$ cat config.mk
export PLATFORM = sky130hd
export DESIGN_NAME = cordic_stage_buffer
export DESIGN_NICKNAME = d
export VERILOG_FILES = /design/src/rtl/cordic_pipe_pkg.sv /design/src/rtl/cordic_delay_line.sv /design/src/rtl/cordic_stage_buffer.sv
export SDC_FILE = /design/constraint.sdc
export NUM_CORES = 1
export LEC_CHECK = 0
export CAP_MARGIN = 5
export CORE_MARGIN = 2
export CORE_UTILIZATION = 45
export CTS_CLUSTER_DIAMETER = 50
export DETAILED_ROUTE_END_ITERATION = 10
export PLACE_DENSITY_LB_ADDON = 0.2
export SKIP_CTS_REPAIR_TIMING = 1
export SYNTH_ARGS = -nofsm -noshare
export SYNTH_HDL_FRONTEND = slang
export SYNTH_SLANG_ARGS = --single-unit
$ cat constraint.sdc
create_clock -name clk -period 1.2 [get_ports clk]
set_input_delay 0.12 -clock clk [delete_from_list [all_inputs] [get_ports clk]]
set_output_delay 0.12 -clock clk [all_outputs]
set_load 0.005 [all_outputs]
$ cat src/rtl/cordic_pipe_pkg.sv
// Shared widths and index-word layout for the CORDIC pipeline buffers.
// The index word carries a 7-bit iteration index with a 3-bit quadrant above it.
package cordic_pipe_pkg;

  localparam int DW_DEFAULT = 16;
  localparam int IW_DEFAULT = 10;
  localparam int IDX_W      = 7;
  localparam int QUAD_W     = 3;

  typedef struct packed {
    logic [QUAD_W-1:0] quad;
    logic [IDX_W-1:0]  index;
  } cordic_idx_t;

  function automatic cordic_idx_t split_idx(input logic [IDX_W+QUAD_W-1:0] w);
    return cordic_idx_t'(w);
  endfunction

endpackage

$ cat src/rtl/cordic_delay_line.sv
// Enable-gated shift register of DEPTH stages; q is the last stage.
// flush clears every stage regardless of en (tie low for data chains).
module cordic_delay_line #(
  parameter int WIDTH = 1,
  parameter int DEPTH = 1
) (
  input  logic             clk,
  input  logic             reset,
  input  logic             en,
  input  logic             flush,
  input  logic [WIDTH-1:0] d,
  output logic [WIDTH-1:0] q
);

  genvar gi;
  generate
    for (gi = 0; gi < DEPTH; gi++) begin : g_stage
      logic [WIDTH-1:0] src;
      logic [WIDTH-1:0] stage_d;
      logic [WIDTH-1:0] stage_q;

      if (gi == 0) begin : g_head
        assign src = d;
      end else begin : g_tail
        assign src = g_stage[gi-1].stage_q;
      end

      always_comb begin
        stage_d = stage_q;
        if (flush) begin
          stage_d = '0;
        end else if (en) begin
          stage_d = src;
        end
      end

      always_ff @(posedge clk or negedge reset) begin
        if (!reset) begin
          stage_q <= '0;
        end else begin
          stage_q <= stage_d;
        end
      end
    end
  endgenerate

  assign q = g_stage[DEPTH-1].stage_q;

endmodule

$ cat src/rtl/cordic_stage_buffer.sv
// Stall-transparent skew buffer: XM/YM delayed M_LAT en-edges, XR/YR/index/valid
// delayed R_LAT en-edges, with a flushable valid chain and a running occupancy.
module cordic_stage_buffer
  import cordic_pipe_pkg::*;
#(
  parameter int DW    = DW_DEFAULT,
  parameter int IW    = IW_DEFAULT,
  parameter int M_LAT = 1,
  parameter int R_LAT = 4
) (
  input  logic                       clk,
  input  logic                       reset,
  input  logic                       en,
  input  logic                       flush,
  input  logic                       in_valid,
  input  logic [DW-1:0]              xm_in,
  input  logic [DW-1:0]              ym_in,
  input  logic [DW-1:0]              xr_in,
  input  logic [DW-1:0]              yr_in,
  input  logic [IW-1:0]              idx_in,
  output logic [DW-1:0]              xm_out,
  output logic [DW-1:0]              ym_out,
  output logic [DW-1:0]              xr_out,
  output logic [DW-1:0]              yr_out,
  output logic [IW-1:0]              idx_out,
  output logic                       out_valid,
  output logic [$clog2(R_LAT+1)-1:0] occupancy,
  output logic                       busy
);

  localparam int OCC_W = $clog2(R_LAT + 1);

  generate
    if (R_LAT < 1 || R_LAT > 16 || M_LAT < 1 || M_LAT > R_LAT) begin : g_bad_param
      $error("cordic_stage_buffer: need 1 <= M_LAT <= R_LAT <= 16");
    end
  endgenerate

  cordic_delay_line #(.WIDTH(2*DW), .DEPTH(M_LAT)) u_m_chain (
    .clk   (clk),
    .reset (reset),
    .en    (en),
    .flush (1'b0),
    .d     ({xm_in, ym_in}),
    .q     ({xm_out, ym_out})
  );

  cordic_delay_line #(.WIDTH(2*DW+IW), .DEPTH(R_LAT)) u_r_chain (
    .clk   (clk),
    .reset (reset),
    .en    (en),
    .flush (1'b0),
    .d     ({xr_in, yr_in, idx_in}),
    .q     ({xr_out, yr_out, idx_out})
  );

  cordic_delay_line #(.WIDTH(1), .DEPTH(R_LAT)) u_v_chain (
    .clk   (clk),
    .reset (reset),
    .en    (en),
    .flush (flush),
    .d     (in_valid),
    .q     (out_valid)
  );

  // Occupancy tracks popcount of the valid chain: one enters, the last one leaves.
  logic [OCC_W-1:0] occ_d, occ_q;
  logic             busy_d, busy_q;

  always_comb begin
    occ_d = occ_q;
    if (flush) begin
      occ_d = '0;
    end else if (en) begin
      if (in_valid && !out_valid) begin
        occ_d = occ_q + OCC_W'(1);
      end else if (!in_valid && out_valid) begin
        occ_d = occ_q - OCC_W'(1);
      end
    end
    busy_d = (occ_d != '0);
  end

  always_ff @(posedge clk or negedge reset) begin
    if (!reset) begin
      occ_q  <= '0;
      busy_q <= 1'b0;
    end else begin
      occ_q  <= occ_d;
      busy_q <= busy_d;
    end
  end

  assign occupancy = occ_q;
  assign busy      = busy_q;

endmodule
==> Yosys cells after proc, flatten, opt, wreduce, memory -nomap -nowiden <==
Cells that the tools add are included.
{ "word_totals": {"ff_bits": 208, "latchBits": 0, "ram_bits": 0, "mem_bits_ro": 0, "inputBits": 79, "output_inout_bits": 79, "word_cells": 31, "mem_count": 0} }
{ "op_classes": {"n_addsub": 2, "multipliers": 0, "n_div": 0, "magnitude_cmp": 0, "n_eq_ne": 0, "n_shift": 0, "muxes": 12, "bitwise": 0, "reduce_logical": 6} }
{ "op_table": {"columns": ["operator", "count"], "rows": [
  ["3-bit 2-to-1 mux", 4],
  ["1-bit 2-to-1 mux", 8],
  ["3-bit by 1-bit adder with 3-bit output (second input constant)", 1],
  ["3-bit nonzero test", 1],
  ["3-bit by 1-bit subtractor with 3-bit output (second input constant)", 1],
  ["1-bit logical AND", 2],
  ["1-bit zero test", 2],
  ["2-bit nonzero test", 1]
]} }

==> Logic depth before layout (Yosys ltp) <==
{ "logic_depth": {"ltp_word": 7, "ltp_mapped": 6, "depth_no_buf": 6} }

==> Modules after synthesis <==
A second synthesis with hierarchy kept.
{ "unflattened": {"hier_cells": 684, "hier_area_um2": 8594.5} }
{ "modules_own_cells": {"columns": ["mod", "n_inst", "cells_each", "area_per_inst_um2", "seq_area_each_um2"], "rows": [
  ["cordic_delay_line (u_r_chain)", 1, 542, 6847.8, 4204.0],
  ["cordic_delay_line (u_m_chain)", 1, 103, 1323.8, 800.8],
  ["cordic_stage_buffer", 1, 26, 262.8, 100.1],
  ["cordic_delay_line (u_v_chain)", 1, 13, 160.2, 100.1]
]} }

==> Worst setup path after synthesis <==
Ideal clock, no wire load.
{ "synth_timing": {"path_type": "register to register", "from": "register occ_q[0], in the netlist occupancy[0]", "to": "register busy_q, in the netlist busy", "setup_time_ns": 0.088, "arrival_time_ns": 1.221, "t_required_ns": 1.112, "slack_ns": -0.109, "stages_incl_launch_ff": 6, "path_buffers": 0, "synth_period_minus_slack_ns": 1.309, "cell_sequence": "dfrtp_1 inv_1 ha_1 o311ai_1 o21ai_1 a41oi_1"} }
{ "synth_via": {"elab_chain_cells": 6, "elab_cells_between_ends": 7, "cone_classes": "add/sub: 2; mux: 4; reduce/logical: 1"} }
{ "synth_lines": {"columns": ["element", "line", "text"], "rows": [
  ["start, declared", "cordic_stage_buffer.sv:67", "logic [OCC_W-1:0] occ_d, occ_q;"],
  ["start signal, assigned", "cordic_stage_buffer.sv:86", "occ_q <= '0;"],
  ["start signal, assigned", "cordic_stage_buffer.sv:89", "occ_q <= occ_d;"],
  ["3-bit by 1-bit subtractor with 3-bit output", "cordic_stage_buffer.sv:78", "occ_d = occ_q - OCC_W'(1);"],
  ["3-bit 2-to-1 mux", "cordic_stage_buffer.sv:77", "end else if (!in_valid && out_valid) begin"],
  ["3-bit 2-to-1 mux", "cordic_stage_buffer.sv:75", "if (in_valid && !out_valid) begin"],
  ["3-bit 2-to-1 mux (*)", "cordic_stage_buffer.sv:74", "end else if (en) begin"],
  ["3-bit 2-to-1 mux (*)", "cordic_stage_buffer.sv:72", "if (flush) begin"],
  ["3-bit nonzero test (*)", "cordic_stage_buffer.sv:81", "busy_d = (occ_d != '0);"],
  ["via busy_d", "cordic_stage_buffer.sv:68", "logic busy_d, busy_q;"],
  ["end signal, assigned", "cordic_stage_buffer.sv:90", "busy_q <= busy_d;"],
  ["end, declared", "cordic_stage_buffer.sv:68", null]
]} }
Mark *: on every way through the listed nets, which the timed path passes. The rest lies on a longest branch.
A chain may end at the register's enable or synchronous reset.

==> Worst setup path after layout <==
Ends and elaborated chain as after synthesis.

==> results.md <==
* Synth top area share at 66.55%
* Largest net degree at the start of global routing at 48
* Core ar. at 17120 um^2
* Leading area contributor after synthesis: dfrtp_1
* Failing checks: negative setup slack
* Ant diodes at 0
* Arr. time, crit path at 1.82 ns
* DP Wirelength at 9.238 mm
* Synth Flop Type: dfrtp_1
* Area Overhead vs Synth at 38.12%
* NumNets Final at 734
* Origin of the worst setup path: occupancy[0]$_DFF_PN0_
* Io pins at 158
* Sequential-to-total area share from yosys stat at 66.55%
* Global-route wire length before repair at 22.28 mm
* Die height at 135.8 um
* Max Cap Viol at 0
* Async set-reset flop share out of synthesis at 100.0%
* Inst Count DP at 840
* Drt pass-1 iters at 4
* Clk Latency, worst-skew pair at 0.49 ns
* Syn Inst Count at 463
* Critical path class: reg2reg
* Final period util at 118.2%
* Fill cell count at 1250
* Worst Path Required at 1.61 ns
* Final min period at 1.419 ns
* Status: finished with violations
* Post-synthesis cell type count at 21
* Sink Count at 208
* Row count at 48
* Deepest clock path buffer count at 3
* Worst Clk Skew at 0.005967 ns
* Vias at 4345
* Synthesized cell area at 7821 um^2
* Clock slew at reported path FFs at 0.06 ns
* Worst hold start: en
* Pwr dens at 1679 nW/um^2
* Max-slew headroom at 74.66%
* VDD IR max at 1.086 mV
* DR WL/cell at 15.90 um
* Setup WS post-layout at -0.2187 ns
* Final ANT Viol Nets at 0
* Syn nets at 544
* CTS tree: built
* RSZ-0062 raised after global routing: yes
* Initial Utilization at 45.69%
* DIE AREA at 18450 um^2
* Type of the worst min-delay path: in2reg
* Area contributors post-synth: dfrtp_1 67%, mux2_2 29%, buf_4 1.2%
* Post-route core utilization at 63.11%
* # setup viols final at 6
* R2r startpoint: occupancy[0]$_DFF_PN0_
* CTS Buf Count at 22
* Final-report hold violation count at 0
* Slew of the pin with the lowest slew margin at 0.3802 ns
* Total chip power at 18140 uW
* Vias/cell at 4.866
* Warning count from the yosys run at 0
* DRC Markers at 0
* Syn Area/Cell at 16.89 um^2
* CP endpoint kind: flop
* Vias in the first global route at 4612
* CTS root buf: clkbuf_16
* Total Neg Setup Slack at -0.6898 ns
* Global placement routability congestion at 0.7618
* Layout cells sized above 1 at 42.66%
* Final max-slew violation count at 0
* Remaining Overflow, GRT at 0
* Post-route insts no fill at 893
* Gr usage total at 14.89%
* Die width at 135.8 um
* WL final at 14.20 mm
* H-tree depth at 1
* #FFs+latches synth at 208
* Max Freq at 0.7049 GHz
* CP startpoint kind: flop
* Post-synth EDFFs at 0
* Number of port buffers at 157
* P_leak at 0.005178 uW
* Initial DRC Count at 93
* Initial antenna violation count at 0
* Worst-path fanout max at 3
worst max-delay path, stage by stage (launching register included):
cell and delay [ns]:
dfrtp_1 0.42, buf_6 0.14, inv_4 0.05, ha_4 0.20, o311ai_4 0.24, o21ai_2 0.12, a41oi_2 0.17
final timing paths:
| kind | end | slack (ns) | cells after the start |
|---|---|---|---|
| max in group asynchronous | u_v_chain.q$_DFFE_PN0P_ | 0.54 | 3 |
| worst max-delay path | busy$_DFF_PN0_ | -0.22 | 6 |
| worst min-delay path | u_v_chain.g_stage[0].stage_q$_DFFE_PN0P_ | 0.07 | 3 |
| worst max register to register | busy$_DFF_PN0_ | -0.22 | 6 |
| worst min register to register | u_r_chain.q[28]$_DFFE_PN0P_ | 0.50 | 1 |
| min in group asynchronous | u_r_chain.g_stage[0].stage_q[30]$_DFFE_PN0P_ | 0.14 | 2 |
per-layer routing:
| metal | vias up | routed length (um) | global-route usage (%) |
|---|---|---|---|
| li1 | 2006 | - | - |
| met1 | 2188 | 6056 | 18.74 |
| met2 | 130 | 6914 | 25.67 |
| met3 | 21 | 985 | 3.393 |
| met4 | 0 | 245 | 4.630 |
| met5 | - | 0 | 0 |
flip-flops by register name, summed over array words and instances (netlist names):
name / cells
u_r_chain.g_stage.stage_q: 126
u_r_chain.q: 42
u_v_chain.g_stage.stage_q: 3
occupancy: 3
u_m_chain.q: 32
busy: 1
u_v_chain.q: 1
logic make-up (layout without fill, tap and decap cells):
family          Yosys count  after routing  share of synthesized area (%)
flops                   208            208                          66.55
mux                     204            204                          29.31
buf+inv                  28            233                          2.272
simple gates             12             12                         0.6879
compound gates            6              6                         0.5278
xor+xnor                  3              3                         0.3360
fa+ha+maj                 2              2                         0.3199
metrics by stage:
step                      worst slack, ns  area (um^2)  hold slack [ns]
after detailed placement          -0.2312         9778          0.08613
after CTS                         -0.4433        10500          -0.4359
after floorplan                  -0.08176         7821          -0.1756
after global placement            -0.1835         9778          0.07834
after global routing              -0.2770        10800          0.08137
final                             -0.2187        10800          0.07052
power breakdown:
part	leakage, uW	internal [uW]	total, uW	switching [uW]
clock	0.000345	4140	6720	2580
sequential	0.00246	8120	8650	535
combinational	0.00238	1870	2770	902
total	0.00518	14100	18100	4010
cell type report:
cell class	count	area (um^2)	share of cell area, %
clock inverters	3	67.56	0.6254
multi-input cells	227	2496	23.11
well taps	225	281.5	2.606
inverters	3	13.76	0.1274
flip-flops and latches	208	5206	48.19
clock buffers	36	654.4	6.057
repair buffers	191	2083	19.28
cell usage after synthesis, drive strengths merged (2+ instances only):
master / number
ha: 2
inv: 3
nand3b: 2
o21ai: 2
dfrtp: 208
xnor2: 3
a21oi: 2
mux2: 200
nor2: 7
nand2: 2
mux2i: 4
buf: 25
cells in the final DEF (no fill, tap or decap), drive strengths merged:
cell type | Yosys | routed
nand2 | 2 | 2
nand3b | 2 | 2
mux2 | 200 | 200
nand3 | 1 | 1
clkbuf | 0 | 48
o311ai | 1 | 1
clkinvlp | 0 | 1
mux2i | 4 | 4
o21ai | 2 | 2
dlymetal6s2s | 0 | 69
a21oi | 2 | 2
dlygate4sd3 | 0 | 1
clkdlybuf4s50 | 0 | 76
a41oi | 1 | 1
buf | 25 | 33
bufinv | 0 | 2
inv | 3 | 3
nor2 | 7 | 7
xnor2 | 3 | 3
ha | 2 | 2
dfrtp | 208 | 208
Note: power is estimated with default switching activity, not from simulation.
